## config.mk

```make
export PLATFORM = sky130hd
export DESIGN_NAME = iadc_sample_buffer
export DESIGN_NICKNAME = d
export VERILOG_FILES = /design/src/rtl/iadc_pkg.sv /design/src/rtl/iadc_sync_fifo.sv /design/src/rtl/iadc_sample_buffer.sv
export SDC_FILE = /design/constraint.sdc
export NUM_CORES = 1
export LEC_CHECK = 0
export ABC_AREA = 1
export CORE_MARGIN = 2
export CORE_UTILIZATION = 59
export DETAILED_ROUTE_END_ITERATION = 6
export PLACE_DENSITY = 0.8
export SYNTH_ARGS = -nofsm -noshare
export SYNTH_HDL_FRONTEND = slang
export SYNTH_SLANG_ARGS = --single-unit
```

## constraint.sdc

```tcl
create_clock -name clk -period 3.6 [get_ports clk]
set_input_delay 0.72 -clock clk [delete_from_list [all_inputs] [get_ports clk]]
set_output_delay 0.72 -clock clk [all_outputs]
set_load 0.05 [all_outputs]
```

## src/rtl/iadc_pkg.sv

```systemverilog
// rtl/iadc_pkg.sv - shared widths, averaging FSM states and helpers for the IADC sample buffer
package iadc_pkg;

    localparam int IADC_DATA_W  = 12;
    localparam int AVG_SEL_W    = 2;
    localparam int AVG_MAX_LOG2 = 3;
    localparam int ACC_W        = IADC_DATA_W + AVG_MAX_LOG2;

    typedef enum logic {
        ST_IDLE  = 1'b0,
        ST_ACCUM = 1'b1
    } win_state_t;

    // Occupancy needs one extra bit so that a full FIFO (DEPTH) is representable.
    function automatic int level_w(input int depth);
        return $clog2(depth) + 1;
    endfunction

endpackage

```

## src/rtl/iadc_sync_fifo.sv

```systemverilog
// rtl/iadc_sync_fifo.sv - single-clock show-ahead FIFO; head word is presented combinationally, 0 when empty
module iadc_sync_fifo
    import iadc_pkg::*;
#(
    parameter int DATA_W = IADC_DATA_W,
    parameter int DEPTH  = 8
) (
    input  logic                        clk,
    input  logic                        rst,
    input  logic                        push,
    input  logic [DATA_W-1:0]           push_data,
    input  logic                        pop,
    output logic [DATA_W-1:0]           pop_data,
    output logic                        full,
    output logic                        empty,
    output logic [level_w(DEPTH)-1:0]   level
);

    localparam int PTR_W = $clog2(DEPTH);
    localparam int LVL_W = level_w(DEPTH);

    logic [DATA_W-1:0] mem [DEPTH];
    logic [PTR_W-1:0]  wr_ptr;
    logic [PTR_W-1:0]  rd_ptr;
    logic              do_push;
    logic              do_pop;

    function automatic logic [PTR_W-1:0] ptr_inc(input logic [PTR_W-1:0] p);
        return (p == PTR_W'(DEPTH - 1)) ? '0 : p + 1'b1;
    endfunction

    // A pop in the same cycle frees the slot, so a push into a full FIFO is still accepted.
    always_comb begin
        full    = (level == LVL_W'(DEPTH));
        empty   = (level == '0);
        do_pop  = pop & ~empty;
        do_push = push & (~full | do_pop);
    end

    assign pop_data = empty ? '0 : mem[rd_ptr];

    always_ff @(posedge clk) begin
        if (rst) begin
            wr_ptr <= '0;
            rd_ptr <= '0;
            level  <= '0;
        end else begin
            if (do_push) wr_ptr <= ptr_inc(wr_ptr);
            if (do_pop)  rd_ptr <= ptr_inc(rd_ptr);
            case ({do_push, do_pop})
                2'b10:   level <= level + 1'b1;
                2'b01:   level <= level - 1'b1;
                default: level <= level;
            endcase
        end
    end

    always_ff @(posedge clk) begin
        if (!rst && do_push) begin
            mem[wr_ptr] <= push_data;
        end
    end

endmodule

```

## src/rtl/iadc_sample_buffer.sv

```systemverilog
// rtl/iadc_sample_buffer.sv - new_data edge detect, 1/2/4/8 sample averaging and overflow-tracked FIFO buffering
module iadc_sample_buffer
    import iadc_pkg::*;
#(
    parameter int DATA_W = IADC_DATA_W,
    parameter int DEPTH  = 8,
    parameter int CNT_W  = 8
) (
    input  logic                        clk,
    input  logic                        rst,
    input  logic                        enable,
    input  logic [AVG_SEL_W-1:0]        avg_sel,
    input  logic [DATA_W-1:0]           in_data,
    input  logic                        in_valid,
    output logic [DATA_W-1:0]           rd_data,
    output logic                        rd_valid,
    input  logic                        rd_ready,
    output logic [level_w(DEPTH)-1:0]   level,
    output logic                        overflow,
    input  logic                        clr_overflow,
    output logic [CNT_W-1:0]            drop_count
);

    localparam int SUM_W = DATA_W + AVG_MAX_LOG2;
    localparam int LEN_W = AVG_MAX_LOG2 + 1;

    win_state_t              state;
    logic                    in_prev;
    logic [SUM_W-1:0]        acc;
    logic [AVG_MAX_LOG2-1:0] win_cnt;
    logic [AVG_SEL_W-1:0]    win_sel;

    logic                    sample;
    logic [AVG_SEL_W-1:0]    cur_sel;
    logic [LEN_W-1:0]        win_len;
    logic [SUM_W-1:0]        sum;
    logic                    win_done;
    logic [DATA_W-1:0]       result;
    logic                    push;
    logic                    pop;
    logic                    fifo_full;
    logic                    fifo_empty;
    logic                    drop;

    // The first sample of a window uses avg_sel directly; later samples use the latched size.
    always_comb begin
        sample   = in_valid & ~in_prev & enable;
        cur_sel  = (state == ST_IDLE) ? avg_sel : win_sel;
        win_len  = LEN_W'(1) << cur_sel;
        sum      = acc + SUM_W'(in_data);
        win_done = ({1'b0, win_cnt} == (win_len - 1'b1));
        result   = DATA_W'(sum >> cur_sel);
        push     = sample & win_done;
        pop      = rd_valid & rd_ready;
        drop     = push & fifo_full & ~pop;
    end

    assign rd_valid = ~fifo_empty;

    always_ff @(posedge clk) begin
        if (rst) begin
            state   <= ST_IDLE;
            in_prev <= 1'b0;
            acc     <= '0;
            win_cnt <= '0;
            win_sel <= '0;
        end else begin
            in_prev <= in_valid;
            if (!enable) begin
                state   <= ST_IDLE;
                acc     <= '0;
                win_cnt <= '0;
            end else if (sample) begin
                if (state == ST_IDLE) win_sel <= avg_sel;
                if (win_done) begin
                    state   <= ST_IDLE;
                    acc     <= '0;
                    win_cnt <= '0;
                end else begin
                    state   <= ST_ACCUM;
                    acc     <= sum;
                    win_cnt <= win_cnt + 1'b1;
                end
            end
        end
    end

    // A drop in the same cycle as a clear wins: the flag stays set and the count restarts at one.
    always_ff @(posedge clk) begin
        if (rst) begin
            overflow   <= 1'b0;
            drop_count <= '0;
        end else if (drop) begin
            overflow <= 1'b1;
            if (clr_overflow) begin
                drop_count <= CNT_W'(1);
            end else if (drop_count != '1) begin
                drop_count <= drop_count + 1'b1;
            end
        end else if (clr_overflow) begin
            overflow   <= 1'b0;
            drop_count <= '0;
        end
    end

    iadc_sync_fifo #(
        .DATA_W (DATA_W),
        .DEPTH  (DEPTH)
    ) u_fifo (
        .clk       (clk),
        .rst       (rst),
        .push      (push),
        .push_data (result),
        .pop       (pop),
        .pop_data  (rd_data),
        .full      (fifo_full),
        .empty     (fifo_empty),
        .level     (level)
    );

endmodule

```

; ---- After elaboration in Yosys (flattened, before gate mapping)
; Memory sizes are Yosys's and may differ from the RTL's. A register that Yosys moved wholly into a read port is not among the register bits.
; Cells that the tools add are included.
[totals]
mem_bits_rw = 96
memories = 1
ff_bits = 41
input_bits = 20
[classes]
n_shift = 2
n_eq_ne = 7
muxes = 18
n_addsub = 8
bitwise = 14
n_reduce_logical = 9
[mem_list]
columns = name, depth, word_bits, rd, rd_ports_with_merged_regs, wr, line_no
row1 = u_fifo.mem, 8, 12, 1, 1, 1, iadc_sync_fifo.sv:22  ; logic [DATA_W-1:0] mem [DEPTH];
[op_table]
columns = op, n
row1 = 2-to-1 mux 8 bit, 4
row2 = adder 15 x 12 -> 15 bit, 1
row3 = 2-to-1 mux 15 bit, 1
row4 = 2-to-1 mux 3 bit, 5
row5 = right shift 15 x 2 -> 12 bit, 1
row6 = 2-to-1 mux 12 bit, 1
row7 = adder 3 x 1 -> 3 bit (second input constant), 3
row8 = adder 8 x 1 -> 8 bit (second input constant), 1
row9 = AND 1 bit, 8
row10 = != test 8 bit (second input constant), 1
row11 = one-hot mux 4 bit (2 select lines), 1
row12 = subtractor 4 x 1 -> 4 bit (second input constant), 2
row13 = equality test 3 bit (second input constant), 2
row14 = nonzero test 2 bit, 3
row15 = 2-to-1 mux 1 bit, 5
row16 = inverter 1 bit, 5
row17 = adder 4 x 1 -> 4 bit (second input constant), 1
row18 = equality test 3 x 4 -> 1 bit, 1
row19 = equality test 4 bit (second input constant), 1
row20 = zero test 4 bit, 1
row21 = AND reduction 2 bit, 2
row22 = left shift 1 x 2 -> 4 bit (first input constant), 1
row23 = equality test 2 x 1 -> 1 bit (second input constant), 1
row24 = equality test 2 bit (second input constant), 1
row25 = 5 further kinds, 5

; ---- Longest topological paths before layout
; Gate-level depths: netlist (run 1).
[depth]
depth_word = 9
depth_mapped = 18
mapped_depth_nobuf = 18

; ---- Modules after synthesis
; From an unflattened synthesis (run 1), not the netlist that was laid out.
[hier_totals]
hier_cells = 846
hier_area_um2 = 7189.4
[by_module_without_submodules]
columns = mod, cells_per_inst, instances, seq_area_each_um2, area_per_inst_um2
row1 = iadc_sync_fifo, 445, 1, 3143.0, 4626.9
row2 = iadc_sample_buffer, 401, 1, 620.6, 2562.5

; ---- Least setup slack after synthesis (run 1)
; OpenSTA, ideal clock, no wires.
[synth_path]
path_type = reg-to-output
start = register u_fifo.level[1]
end = output port rd_data[10]
t_required_ps = 2880
slack_ps = 174
stages_incl_launch_ff = 8
arrival_time_ps = 2706
path_cell_list = dfxtp_1 -> inv_1 -> nand2_1 -> nor3_1 -> inv_1 -> clkbuf_1 -> o21ai_0 -> a31oi_1
[synth_via]
elab_chain_cells = 2
[synth_rtl]
columns = element, line_no
row1 = "start, declared", iadc_sync_fifo.sv:16  ; output logic [level_w(DEPTH)-1:0] level
row2 = "start signal, assigned", iadc_sync_fifo.sv:51  ; 2'b10: level <= level + 1'b1;
row3 = "start signal, assigned", iadc_sync_fifo.sv:52  ; 2'b01: level <= level - 1'b1;
row4 = "start signal, assigned", iadc_sync_fifo.sv:53  ; default: level <= level;
row5 = zero test 4 bit, iadc_sync_fifo.sv:35  ; empty = (level == '0);
row6 = 2-to-1 mux 12 bit, iadc_sync_fifo.sv:40  ; assign pop_data = empty ? '0 : mem[rd_ptr];
row7 = "end, declared", iadc_sample_buffer.sv:15  ; output logic [DATA_W-1:0] rd_data,
; No other way between the ends.

==> results of run 1 <==
==> cells in the mapped netlist (6+ instances only) <==
master	count	area share
a21oi_1	47	0.034
a31oi_1	12	0.011
clkbuf_1	26	0.014
dfxtp_1	44	0.13
edfxtp_1	96	0.42
ha_1	21	0.038
inv_1	57	0.031
nand2_1	128	0.070
nand2_2	8	0.0073
nand3_1	43	0.031
nand4_1	6	0.0055
nor2_1	106	0.058
nor3_1	11	0.0080
o21ai_0	84	0.061
o22ai_1	13	0.012
xor2_1	10	0.013
==> power by group <==
group          leakage (uW)  internal [uW]  switching (uW)
combinational       0.00158            522            1330
sequential          0.00122           1800            49.0
clock              0.000286            991             768
==> state kept, by name, indices dropped and copies added (netlist names), named ones only <==
name and count:
drop_count 8, u_fifo.rd_ptr 3, in_prev 1, u_fifo.mem 96
state 1, win_cnt 3, win_sel 2, u_fifo.wr_ptr 3
acc 15, overflow 1, u_fifo.level 4
==> worst paths after layout <==
kind,start,end,slack (ps),cells past startpoint
setup / recovery,flip-flop,rd_data[2],450,6
hold / removal,acc[0],acc[0],480,2
setup reg to reg,state,u_fifo.level[3],920,17
hold reg to reg,acc[0],acc[0],480,2
==> through the flow <==
step | instance area, um^2 | utilization | instances | setup WS, ps | total power, uW
global route | 8100 | 0.713 | 963 | 255 | 5710
CTS | 8100 | 0.713 | 963 | 430 | 5470
floorplan | 6870 | - | 751 | 174 | 3180
global placement | 7500 | 0.660 | 931 | 232 | 3660
detailed placement | 7500 | 0.660 | 931 | 154 | 3720
finish | 8100 | 0.713 | 963 | 446 | 5460
==> critical path, cell delays in order (launching register included) <==
cell and delay [ps]:
dfxtp_1 320, inv_1 610, o21ai_0 230, o22ai_1 180, o21ai_0 100, a31oi_1 290
buf_4 260
==> area by class of cell <==
type,count,area share
clock inverter,15,0.0218
timing repair buffer,65,0.0704
clock buffer,17,0.0525
multi-input combinational,522,0.340
tap,143,0.0221
inverter,61,0.0283
sequential,140,0.464
==> per-layer routing <==
layer	routed length, um	vias up	global-route usage	share of wire
met5	0	-	0	0
met4	220	0	0.0930	0.014
met3	1070	23	0.0539	0.069
li1	-	2690	-	-
met2	7700	235	0.433	0.49
met1	6580	2613	0.334	0.42
==> kinds of logic (layout without fill, tap and decap cells) <==
logic type      Yosys count  count (layout)  synth area share
simple gates            321             321             0.213
compound gates          163             163             0.127
flops                   140             140             0.548
buf+inv                  89             158            0.0499
fa+ha+maj                22              22            0.0412
xor+xnor                 14              14            0.0179
mux                       2               2           0.00292
==> results.sh, run 1 <==
export IMPL_fin_skew_ps=11.8
export IMPL_cts_buffers=17
export IMPL_max_freq_mhz=317
export IMPL_hold_buffers=0
export IMPL_firstDrtPassIters=5
export IMPL_ir_drop_mv=0.714
export IMPL_via_count=5561
export IMPL_clkSinkCount=140
export IMPL_grt_max_degree=49
export IMPL_yosysSeqAreaShare=0.548
export IMPL_post_dp_hpwl_mm=10.3
export IMPL_area_growth_pct=18.0
export IMPL_ff_latch_area_um2=3760
export IMPL_die_width_um=112
export IMPL_path_class="flip-flop to output port"
export IMPL_cp_required_ps=2880
export IMPL_layout_nets=849
export IMPL_core_um2=11400
export IMPL_clk_path_buf_depth=2
export IMPL_cp_end_kind="output port"
export IMPL_cts_max_level=4
export IMPL_grtUsageTotal=0.258
export IMPL_finalCritPeriodShare=0.876
export IMPL_fill_cells=835
export IMPL_drive_gt1_frac=0.113
export IMPL_drtIter0Drc=594
export IMPL_p_per_area_nw_per_um2=674
export IMPL_drc=0
export IMPL_worst_pin_slew_ps=840
export IMPL_whs_ps=475
export IMPL_hold_class="flip-flop to flip-flop"
export IMPL_grt_pass1_wl_mm=25.6
export IMPL_num_antenna_cells=0
export IMPL_synthFlopType="edfxtp_1"
export IMPL_arrival_ps=2430
export IMPL_synth_edf_count=96
export IMPL_overflow=0
export IMPL_syn_num_nets=793
export IMPL_ant_nets=0
export IMPL_ctsResizeCount=0
export IMPL_gp_congestion=0.881
export IMPL_clkTransAtPathRegs_ps=70
export IMPL_clock_latency_ps=430
export IMPL_syn_area_um2=6870
export IMPL_drt_total_wl_mm=15.6
export IMPL_cts_tree="yes"
export IMPL_portBuffers=45
export IMPL_syn_avg_cell_area_um2=9.14
export IMPL_slew_headroom=0.439
export IMPL_status="finished clean"
export IMPL_rsz0062_at_grt="false"
export IMPL_hold_viol_final=0
export IMPL_die_area_um2=12500
export IMPL_clockRootBuffer="clkbuf_16"
export IMPL_setup_viol=0
export IMPL_via_per_inst=5.77
export IMPL_die_height_um=112
export IMPL_final_common_cell="nand2_1"
export IMPL_num_rows=39
export IMPL_power_leakage_uw=0.00309
export IMPL_antenna_found_initial=0
export IMPL_cap_violations=0
export IMPL_tns_ps=0
export IMPL_post_cts_buffers=0
export IMPL_yosysWarnings=0
export IMPL_period_needed_ps=3150
export IMPL_syn_inst=751
export IMPL_setup_worst_path_start_class="flip-flop"
export IMPL_yosysUniqueCellTypes=39
export IMPL_wl_per_cell_um=16.2
export IMPL_multi_input_area_um2=2760
export IMPL_initial_utilization=0.604
export IMPL_grt_pass1_vias=5307
export IMPL_layout_common_cells="128 x nand2_1, 106 x nor2_1, 96 x edfxtp_1, 84 x o21ai_0, 57 x inv_1"
export IMPL_synth_seq_cells=140
export IMPL_slew_violations=0
export IMPL_ys_async_sr_fraction=0
export IMPL_io_pins=46
export IMPL_crit_fanout=24
No activity file was read; power rests on OpenSTA's default activity.
==> inputs of run 2 (changes only) <==
--- a/config.mk
+++ b/config.mk
@@ -7,9 +7,11 @@
 export LEC_CHECK = 0
 export ABC_AREA = 1
 export CORE_MARGIN = 2
-export CORE_UTILIZATION = 59
+export CORE_UTILIZATION = 60
+export CTS_CLUSTER_DIAMETER = 50
 export DETAILED_ROUTE_END_ITERATION = 6
-export PLACE_DENSITY = 0.8
+export PLACE_DENSITY = 0.81
 export SYNTH_ARGS = -nofsm -noshare
 export SYNTH_HDL_FRONTEND = slang
+export SYNTH_HIERARCHICAL = 1
 export SYNTH_SLANG_ARGS = --single-unit
==> results.sh, run 2 <==
export IMPL_cp_required_ps=3920
export IMPL_overflow=0
export IMPL_finalCritPeriodShare=0.869
export IMPL_clockRootBuffer="clkbuf_16"
export IMPL_cts_max_level=4
export IMPL_initial_utilization=0.622
export IMPL_grt_max_degree=49
export IMPL_synthFlopType="edfxtp_1"
export IMPL_yosysUniqueCellTypes=42
export IMPL_core_um2=11600
export IMPL_syn_area_um2=7190
export IMPL_top_register="u_fifo/mem"
export IMPL_portBuffers=45
export IMPL_power_leakage_uw=0.00348
export IMPL_hold_class="flip-flop to flip-flop"
export IMPL_grt_pass1_wl_mm=25.8
export IMPL_layout_common_cells="230 x nand2_1, 96 x nor2_1, 96 x edfxtp_1, 95 x inv_1, 69 x nand3_1"
export IMPL_critPathBufInv=3
export IMPL_grtUsageTotal=0.254
export IMPL_clkTransAtPathRegs_ps=60
export IMPL_syn_avg_cell_area_um2=8.50
export IMPL_drt_total_wl_mm=15.5
export IMPL_via_per_inst=5.42
export IMPL_largestRegisters="u_fifo/mem: 96 flops, acc: 15 flops, drop_count: 8 flops"
export IMPL_arrival_ps=3450
export IMPL_cts_tree="yes"
export IMPL_num_antenna_cells=0
export IMPL_die_area_um2=12900
export IMPL_hold_viol_final=0
export IMPL_area_growth_pct=17.6
export IMPL_synth_top_area_frac=0.401
export IMPL_final_common_cell="nand2_1"
export IMPL_drc=0
export IMPL_synth_seq_cells=140
export IMPL_ys_async_sr_fraction=0
export IMPL_ir_drop_mv=0.308
export IMPL_layout_nets=946
export IMPL_yosysMostFrequentCell="nand2_1"
export IMPL_cp_end_kind="flip-flop"
export IMPL_slew_violations=0
export IMPL_largest_reg_flops=96
export IMPL_syn_inst=846
export IMPL_fin_skew_ps=6.60
export IMPL_yosysSeqAreaShare=0.523
export IMPL_drtIter0Drc=345
export IMPL_clk_path_buf_depth=2
export IMPL_slew_headroom=0.402
export IMPL_ctsResizeCount=0
export IMPL_crit_fanout=18
export IMPL_synth_edf_count=96
export IMPL_slowest_delay_ps=450
export IMPL_whs_ps=471
export IMPL_syn_num_nets=889
export IMPL_path_class="input port to flip-flop"
export IMPL_post_cts_buffers=0
export IMPL_io_pins=46
export IMPL_max_freq_mhz=319
export IMPL_cts_buffers=17
export IMPL_num_rows=39
export IMPL_grt_pass1_vias=5609
export IMPL_rsz0062_at_grt="false"
export IMPL_tns_ps=0
export IMPL_ant_nets=0
export IMPL_worst_pin_slew_ps=888
export IMPL_crit_slowest_cell="clkdlybuf4s50_1"
export IMPL_setup_worst_path_start_class="input port"
export IMPL_die_width_um=113
export IMPL_post_dp_hpwl_mm=10.7
export IMPL_clock_latency_ps=420
export IMPL_hold_buffers=0
export IMPL_die_height_um=113
export IMPL_yosysWarnings=6
export IMPL_yosysTopAreaCell="edfxtp_1"
export IMPL_crit_top_cell="nand2_1"
export IMPL_status="finished clean"
export IMPL_via_count=5736
export IMPL_period_needed_ps=3130
export IMPL_wl_per_cell_um=14.7
export IMPL_clkSinkCount=140
export IMPL_p_total_uw=3710
export IMPL_synth_common_cells="230 x nand2_1, 96 x edfxtp_1, 96 x nor2_1"
export IMPL_firstDrtPassIters=4
export IMPL_gp_congestion=0.883
export IMPL_drive_gt1_frac=0.0940
export IMPL_cp_cell_sequence="clkdlybuf4s50_1, inv_1, nand2_2, nand2_4, nand2_1, nand2_1, nand2_2, nor2_4, nand2_1, nor2_2, nand2_2, ha_1, ha_1, a21oi_1, nand2_1, nand2_1, nand3_1, nand2_1, inv_1"
export IMPL_synth_top_cells_by_area="edfxtp_1 40%, dfxtp_1 12%, nand2_1 12%, nor2_1 5.0%, inv_1 5.0%"
export IMPL_critical_path_top_delay_family="simple AND/OR/NAND/NOR gates"
export IMPL_ff2ff_setup_slack_ps=810
export IMPL_fin_util=0.731
export IMPL_antenna_found_initial=0
export IMPL_p_per_area_nw_per_um2=438
export IMPL_setup_viol=0
export IMPL_cap_violations=0
run 2: cell types whose count changed after synthesis, sizes merged, moves of 6 or more:
cell | previous run | this run
nand2 | 137 | 239
inv | 61 | 100
o21ai | 84 | 54
nand3 | 47 | 72
clkbuf | 26 | 10
buf | 2 | 17
a31oi | 12 | 0
o22ai | 13 | 2
nor3 | 13 | 3
nor2 | 110 | 102
o211ai | 0 | 6
run 2: metrics by stage:
stage	instance area [um^2]	setup WS, ps	cells
2_1_floorplan	7190	425	846
3_3_place_gp	7940	270	1027
3_5_place_dp	7940	93.9	1027
4_1_cts	8460	542	1058
5_1_grt	8460	298	1058
6_report	8460	470	1058
run 2: area by class of cell:
class	instances	area [um^2]
Inverter	100	375
Clock buffer	19	433
Tap cell	143	179
Sequential cell	140	3760
Clock inverter	12	81.3
Fill cell	815	3110
Timing Repair Buffer	65	721
Multi-Input combinational cell	579	2900
run 2: final timing paths:
kind                                  from              end  cells after the start
worst max register to register       state  u_fifo/level[3]                     18
worst min register to register     acc[11]          acc[11]                      2
worst min-delay path               acc[11]          acc[11]                      2
worst max-delay path            avg_sel[1]  u_fifo/level[3]                     19
run 2: routing by layer:
| metal | global-route usage | vias up | wire, um |
|---|---|---|---|
| met5 | 0 | - | 0 |
| met4 | 0.102 | 0 | 284 |
| met3 | 0.0489 | 25 | 866 |
| met1 | 0.326 | 2647 | 6720 |
| li1 | - | 2883 | - |
| met2 | 0.429 | 181 | 7650 |
run 2: worst min-delay path, delay by kind of cell, from the launching register on:
kind	cells	cell delay, ps
DFF	1	310
and+or+nand+nor	1	60
AOI/OAI and AO/OA	1	50
run 2: cell families after synthesis:
logic type                 after synthesis  share of synthesized area
xor gates and xnor gates                14                     0.0171
buffers and inverters                  127                     0.0727
and+or+nand+nor                        425                      0.256
muxes                                    3                    0.00418
AOI/OAI and AO/OA                      114                     0.0846
adders and majority gates               23                     0.0421
DFF                                    140                      0.523
run 2: power breakdown:
part,internal [uW],switching [uW]
clock,924,615
sequential,1760,7.78
combinational,136,262
